===== src/rtl/quant_pkg.sv =====
// rtl/quant_pkg.sv - shared types, defaults and rounding helper for the quantizer stage
package quant_pkg;

    localparam int BLK_LEN_DEF = 64;
    localparam int OUT_W_DEF   = 12;

    typedef logic signed [OUT_W_DEF-1:0] coef_t;
    typedef logic [5:0]                  idx_t;

    // Round half away from zero, then drop frac fractional bits.
    // Worked in 64 bits so the bias add can never overflow for any product width in use.
    function automatic logic signed [63:0] round_half_away(input logic signed [63:0] x,
                                                           input int frac);
        logic signed [63:0] bias;
        bias = 64'sd1 <<< (frac - 1);
        if (x < 0) begin
            bias = bias - 64'sd1;
        end
        return (x + bias) >>> frac;
    endfunction

endpackage


===== src/rtl/sat_clip.sv =====
// rtl/sat_clip.sv - combinational signed clip from IN_W to OUT_W bits
module sat_clip #(
    parameter int IN_W  = 18,
    parameter int OUT_W = 12
) (
    input  logic signed [IN_W-1:0]  din,
    output logic signed [OUT_W-1:0] dout,
    output logic                    sat
);

    localparam logic signed [IN_W-1:0] MAX_V = {{(IN_W-OUT_W+1){1'b0}}, {(OUT_W-1){1'b1}}};
    localparam logic signed [IN_W-1:0] MIN_V = {{(IN_W-OUT_W+1){1'b1}}, {(OUT_W-1){1'b0}}};

    // Pass through in range, otherwise pin to the nearest representable bound.
    always_comb begin
        dout = din[OUT_W-1:0];
        sat  = 1'b0;
        if (din > MAX_V) begin
            dout = MAX_V[OUT_W-1:0];
            sat  = 1'b1;
        end else if (din < MIN_V) begin
            dout = MIN_V[OUT_W-1:0];
            sat  = 1'b1;
        end
    end

endmodule


===== src/rtl/quant_round_stage.sv =====
// rtl/quant_round_stage.sv - round, saturate and block-tag coefficients in a two-stage pipeline
module quant_round_stage
    import quant_pkg::*;
#(
    parameter int IN_W    = 32,
    parameter int FRAC    = 15,
    parameter int OUT_W   = OUT_W_DEF,
    parameter int BLK_LEN = BLK_LEN_DEF,
    parameter int SATC_W  = 7
) (
    input  logic                         clk,
    input  logic                         rst_n,
    input  logic                         clr,
    input  logic                         in_valid,
    output logic                         in_ready,
    input  logic signed [IN_W-1:0]       in_data,
    output logic                         out_valid,
    input  logic                         out_ready,
    output logic signed [OUT_W-1:0]      out_data,
    output logic [$clog2(BLK_LEN)-1:0]   out_idx,
    output logic                         out_last,
    output logic                         out_sat,
    output logic [SATC_W-1:0]            blk_sat_cnt
);

    localparam int IDX_W = $clog2(BLK_LEN);
    // Integer part of the rounded product plus one bit for the +0.5 carry.
    localparam int R_W   = IN_W - FRAC + 1;

    logic                    s1_valid;
    logic signed [R_W-1:0]   s1_r;
    logic                    s2_valid;
    logic                    s1_load;
    logic                    s2_load;
    logic                    in_fire;
    logic                    out_fire;
    logic [IDX_W-1:0]        idx;
    logic                    idx_last;
    logic [SATC_W-1:0]       acc;
    logic [SATC_W-1:0]       acc_next;
    logic signed [63:0]      r_full;
    logic                    unused_r_hi;
    logic signed [OUT_W-1:0] clip_data;
    logic                    clip_sat;

    assign r_full      = round_half_away(64'(in_data), FRAC);
    assign unused_r_hi = ^r_full[63:R_W];

    assign s2_load   = !s2_valid || out_ready;
    assign s1_load   = !s1_valid || s2_load;
    assign in_ready  = s1_load && !clr;
    assign in_fire   = in_valid && in_ready;
    assign out_valid = s2_valid;
    assign out_fire  = s2_valid && out_ready;
    assign idx_last  = (idx == IDX_W'(BLK_LEN - 1));
    assign acc_next  = (out_sat && (acc != '1)) ? acc + 1'b1 : acc;

    sat_clip #(
        .IN_W  (R_W),
        .OUT_W (OUT_W)
    ) u_clip (
        .din  (s1_r),
        .dout (clip_data),
        .sat  (clip_sat)
    );

    // S1: capture the rounded product whenever the stage can move.
    always_ff @(posedge clk or negedge rst_n) begin
        if (!rst_n) begin
            s1_valid <= 1'b0;
            s1_r     <= '0;
        end else if (clr) begin
            s1_valid <= 1'b0;
        end else if (s1_load) begin
            s1_valid <= in_fire;
            if (in_fire) begin
                s1_r <= r_full[R_W-1:0];
            end
        end
    end

    // S2: clip, tag with block position and hold while downstream stalls.
    always_ff @(posedge clk or negedge rst_n) begin
        if (!rst_n) begin
            s2_valid <= 1'b0;
            out_data <= '0;
            out_idx  <= '0;
            out_last <= 1'b0;
            out_sat  <= 1'b0;
            idx      <= '0;
        end else if (clr) begin
            s2_valid <= 1'b0;
            idx      <= '0;
        end else if (s2_load) begin
            s2_valid <= s1_valid;
            if (s1_valid) begin
                out_data <= clip_data;
                out_sat  <= clip_sat;
                out_idx  <= idx;
                out_last <= idx_last;
                idx      <= idx_last ? '0 : idx + 1'b1;
            end
        end
    end

    // Per-block saturation tally, published when the last coefficient of a block is taken.
    always_ff @(posedge clk or negedge rst_n) begin
        if (!rst_n) begin
            acc         <= '0;
            blk_sat_cnt <= '0;
        end else if (clr) begin
            acc <= '0;
        end else if (out_fire) begin
            if (out_last) begin
                blk_sat_cnt <= acc_next;
                acc         <= '0;
            end else begin
                acc <= acc_next;
            end
        end
    end

endmodule


===== config.mk =====
export PLATFORM = sky130hd
export DESIGN_NAME = quant_round_stage
export DESIGN_NICKNAME = d
export VERILOG_FILES = /design/src/rtl/quant_pkg.sv /design/src/rtl/sat_clip.sv /design/src/rtl/quant_round_stage.sv
export SDC_FILE = /design/constraint.sdc
export NUM_CORES = 1
export LEC_CHECK = 0
export BUFFER_PORTS_ARGS = -buffer_cell sky130_fd_sc_hd__clkbuf_2
export CORE_MARGIN = 1.5
export CORE_UTILIZATION = 45
export CTS_BUF_LIST = sky130_fd_sc_hd__clkbuf_4 sky130_fd_sc_hd__clkbuf_8 sky130_fd_sc_hd__clkbuf_16
export DETAILED_ROUTE_END_ITERATION = 8
export PLACE_DENSITY = 0.69
export SLEW_MARGIN = 10
export SYNTH_ARGS = -nofsm -noshare
export SYNTH_HDL_FRONTEND = slang
export SYNTH_SLANG_ARGS = --single-unit
export TNS_END_PERCENT = 5

===== constraint.sdc =====
create_clock -name clk -period 2.2 [get_ports clk]
set_input_delay 0.44 -clock clk [delete_from_list [all_inputs] [get_ports clk]]
set_output_delay 0.44 -clock clk [all_outputs]
set_load 0.01 [all_outputs]

-- Yosys cells after proc, flatten, opt, wreduce, memory -nomap -nowiden
Index checks and enable logic that the tools add are counted.
- memory bits (writable): 0
- latch bits: 0
- memory bits (read-only): 0
- flip-flop bits (word level): 60
- memories kept: 0
- logic and storage cells: 53
- input port bits: 37
- output and inout bits: 29
- equality and inequality tests: 2
- add/sub/neg operators: 3
- mux-type cells: 17
- $lt $le $gt $ge: 3
- reductions and logical operators: 17
- shift-type cells: 0
- multipliers: 0
- bitwise operators: 1
- divide/modulo/power cells: 0
- operators by type and width (operator ; number):
    adder 32 x 16 -> 33 bit ; 1
    < comparator 32 x 1 -> 1 bit (second input constant) ; 1
    two-way mux 7 bit ; 4
    two-way mux 12 bit ; 2
    two-way mux 6 bit ; 4
    greater-than comparator 18 x 12 -> 1 bit (second input constant) ; 1
    < comparator 18 x 12 -> 1 bit (second input constant) ; 1
    two-way mux 15 bit ; 1
    AND reduction 3 bit ; 3
    nonzero test 2 bit ; 4
    adder 7 x 1 -> 7 bit (second input constant) ; 1
    inequality test 7 bit (second input constant) ; 1
    adder 6 x 1 -> 6 bit (second input constant) ; 1
    equality test 6 bit (second input constant) ; 1
    two-way mux 1 bit ; 6
    logical AND 1 bit ; 4
    zero test 1 bit ; 3
    logical OR 1 bit ; 2
    AND reduction 2 bit ; 1
    NOT 1 bit ; 1

-- Depth between registers and ports, before layout
- depth in word-level cells: 7
- mapped depth: 9
- depth with buffers taken out: 8

-- Hierarchy
From an unflattened synthesis, not the netlist that was laid out.
- cells, all modules: 351
- area total of the unflattened synthesis: 3413.3 sq um
- modules (own cells, without submodules) (module ; instances ; cells each ; seq. area each (sq um) ; area each (sq um)):
    quant_round_stage ; 1 ; 317 ; 1501.4 ; 3164.3
    sat_clip ; 1 ; 34 ; 0.0 ; 249.0

-- Worst setup path before layout
No wires, ideal clock.
- path kind: input to register
- start: input in_data[7]
- end: register s1_r[10]
- data arrival time: 2.063 ns
- required time: 2.068 ns
- buffers on the path: 1
- slack: 0.005 ns
- library setup time: 0.132 ns
- stages: 8
- cell sequence: ha_1 -> and4_4 -> a21o_1 -> a2111oi_4 -> buf_6 -> nor4_2 -> xnor2_1 -> o21ai_1
- longest elaborated chain between the ends: 3
- RTL lines (item ; line ; source):
    from (decl) ; quant_round_stage.sv:16 ; input logic signed [IN_W-1:0] in_data,
    < comparator 32 x 1 -> 1 bit ; quant_pkg.sv:16 ; if (x < 0) begin
    two-way mux 15 bit ; quant_pkg.sv:16 ;
    adder 32 x 16 -> 33 bit (*) ; quant_pkg.sv:19 ; return (x + bias) >>> frac;
    to (signal assigned) ; quant_round_stage.sv:77 ; s1_r <= r_full[R_W-1:0];
    to (decl) ; quant_round_stage.sv:31 ; logic signed [R_W-1:0] s1_r;
Mark *: on every way between the ends. The rest lies on a longest branch, timed or not.
A chain may end at the register's enable or synchronous reset.

-- Final worst setup path
- start: input in_data[31]
- end: register s1_r[8]
- longest elaborated chain between the ends: 3
- RTL lines (item ; line):
    < comparator 32 x 1 -> 1 bit ; quant_pkg.sv:16
    two-way mux 15 bit ; quant_pkg.sv:16
    adder 32 x 16 -> 33 bit ; quant_pkg.sv:19
No other way between the ends.

==> reports/metrics.cfg <==
[status]
status = completed

[floorplanning]
die_area_sq_mm = 0.008120
start_util = 0.4683
die_x_um = 90.11
die_h_um = 90.11
core_sq_mm = 0.007292
fp-row-count = 31
ios = 66

[synthesis]
ys_async_sr_fraction = 1.000
synth_seq_cells = 60
synth_top_area_cell = dfrtp_1
synth_seq_area_share = 0.4397
yosys_warnings = 0
synth_top_area_frac = 0.4397
netlist_area_sq_mm = 0.003415
ys_types = 54
synth_area_per_cell_sq_um = 9.279
synth_nets = 421
synth_edf_count = 0
synth_area_leaders = dfrtp_1, nand2_1, ha_1
synthCells = 368
synthFlopType = dfrtp_1

[placement]
place_area_sq_mm = 0.004026
dp_hpwl_um = 5374
gp_congestion = 0.7984
place_inst = 540
portBuffers = 65

[setup_path]
worstSetupStartpointType = primary input
path_class = in2reg
critPathMaxFanout = 12
crit_start = in_data[31]
rr_worst_depth = 7
cp.required_ns = 2.43
r2r-end = acc[5]
endpoint_kind = flip-flop
rrSetupSlack_ns = 0.33
regToRegStartpoint = acc[0]
endpoint = s1_r[8]
worstPathArrival_ns = 2.35

[sta]
timing.fmax_ghz = 0.4703
maxSlewViolCount = 0
fin_crit_ns = 2.126
relSlewSlack = 0.5095
hold_viol = 0
clock-skew-final_ns = 0.006869
tightest_slew_ns = 0.7358
hold_slack_ns = 0.07802
rsz0062_at_grt = false
setup_viol = 0
period_share = 0.9665

[layout]
fin_cells = 557
n_fill_cell = 682
layout_commonest_cell = nand2_1
final_util = 0.5842
fin_area_sq_mm = 0.004260
area_growth_pct = 24.77
final_nets = 506
drive_above_1_share = 0.2882
diodes = 0
layout_common_cells = nand2_1, clkbuf_2, dfrtp_1, o21ai_1, buf_4

[power_and_ir_drop]
pwr-share-seq = 0.445
switching_share = 0.3003
ir_drop_mv = 0.3014
p_leak_nw = 1.957
combPwrFrac = 0.207
power_density_mw_per_mm2 = 690.0
p_clk_frac = 0.348
power.net_switching_mw = 0.8828
p_int_mw = 2.057

[hold_path]
hp-class = in2async

[clock_tree]
clk_latency_ns = 0.34
cts_buffers = 9
cts_hold_buf = 0
cts_root_buf = clkbuf_8
cts_buffer_depth = 2
clkTransAtPathRegs_ns = 0.07
cts.sinks = 60
cts_tree = yes
h-tree-depth = 3

[drt]
drt_drc_violations_left = 0
drtAntennaViolNets = 0
first_pass_iters = 4
detail_route.vias_per_cell = 5.147
dr.first_iter.drc_count = 98
wl_um = 6942
avgRoutedWirePerCell_um = 12.46
dr_total_vias = 2867

[global_routing]
grt_pass1_vias = 2667
grt_pass1_wl_um = 12020
grt-ovfl-total = 0
grt_max_degree = 40
antenna_found_initial = 0
grt_use_total = 0.1816

[job]
maxCapViolCount = 0

## worst min-delay path by stage
stage | endpoint | slack (ns) | cells after the start
6_report | blk_sat_cnt[2] | 0.08 | 1
5_1_grt | blk_sat_cnt[2] | 0.10 | 1
3_5_place_dp | blk_sat_cnt[2] | 0.46 | 1
4_1_cts | blk_sat_cnt[2] | 0.08 | 1
3_3_place_gp | blk_sat_cnt[2] | 0.46 | 1
2_1_floorplan | acc[0] | 0.14 | 0
## registers in the layout, summed over array words and instances (netlist names)
register,flops
s1_r,18
acc,7
out_last,1
blk_sat_cnt,7
idx,6
out_sat,1
s1_valid,1
out_data,12
out_valid,1
out_idx,6
## per-stage QoR
step	setup WS, ns	TNS (ns)	power [mW]
finish	0.07380	0	2.940
global route	0.006964	0	3.127
CTS	0.01381	0	2.966
detailed placement	-0.3562	-5.313	1.936
global placement	-0.2702	-4.081	1.914
floorplan	0.005199	0	1.658
## kinds of logic (layout without fill, tap and decap cells)
family / Yosys count / in the layout / share of synthesized area
xor gates and xnor gates: 21 / 21 / 0.05386
muxes: 1 / 1 / 0.002932
DFF: 60 / 60 / 0.4397
AOI/OAI and AO/OA: 104 / 104 / 0.1913
adders and majority gates: 16 / 16 / 0.05863
and+or+nand+nor: 147 / 147 / 0.2279
buffers and inverters: 19 / 109 / 0.02565
## Yosys cell counts (all sizes together), types with 2 or more instances
| cell type | instances |
|---|---|
| ha | 16 |
| a31oi | 2 |
| and3 | 4 |
| nor2b | 4 |
| dfrtp | 60 |
| a21o | 4 |
| xnor2 | 17 |
| nor4b | 2 |
| a21oi | 20 |
| nor4 | 6 |
| and4 | 3 |
| nand4 | 7 |
| nand2b | 3 |
| nor3 | 7 |
| xor2 | 4 |
| nand3 | 7 |
| inv | 5 |
| clkbuf | 11 |
| o31ai | 4 |
| nand2 | 84 |
| o21a | 3 |
| buf | 3 |
| o21ai | 55 |
| nor2 | 14 |
| o22ai | 2 |
| a2111oi | 2 |
| nor3b | 2 |
## cell type report
| type | count | area [sq um] | area share |
|---|---|---|---|
| Multi-Input combinational cell | 289 | 1844 | 0.4329 |
| Sequential cell | 60 | 1501 | 0.3524 |
| Timing Repair Buffer | 88 | 563.0 | 0.1322 |
| Clock buffer | 10 | 137.6 | 0.03231 |
| Tap cell | 99 | 123.9 | 0.02907 |
| Clock inverter | 6 | 71.32 | 0.01674 |
| Inverter | 5 | 18.77 | 0.004405 |
## critical path: stages
cell and delay (ns):
clkbuf_4 0.18, ha_1 0.33, and4_4 0.21, a21o_1 0.20, a2111oi_4 0.31, buf_4 0.20
buf_12 0.15, nor3_2 0.06, xnor2_1 0.19, o21ai_1 0.08
## power by group through the flow
stage / registers (mW) / logic [mW] / clock network [mW]
5_1_grt: 1.32 / 0.686 / 1.12
6_report: 1.31 / 0.609 / 1.02
3_5_place_dp: 1.33 / 0.608 / 0
3_3_place_gp: 1.32 / 0.591 / 0
2_1_floorplan: 1.34 / 0.316 / 0
4_1_cts: 1.31 / 0.609 / 1.05
## routing by layer
layer | share of wire | GRT usage | wire length, um
met4 | 0.0089 | 0.07672 | 62
met3 | 0.037 | 0.04569 | 260
met2 | 0.47 | 0.2854 | 3257
met1 | 0.48 | 0.2378 | 3361
met5 | 0 | 0 | 0
## timing repair
item	in CTS	in global routing
endpoints found under the hold margin	0	0
gates resized for setup	0	6
setup buffers	0	1
endpoints found under the setup margin	0	17
No activity file was read; power rests on OpenSTA's default activity.
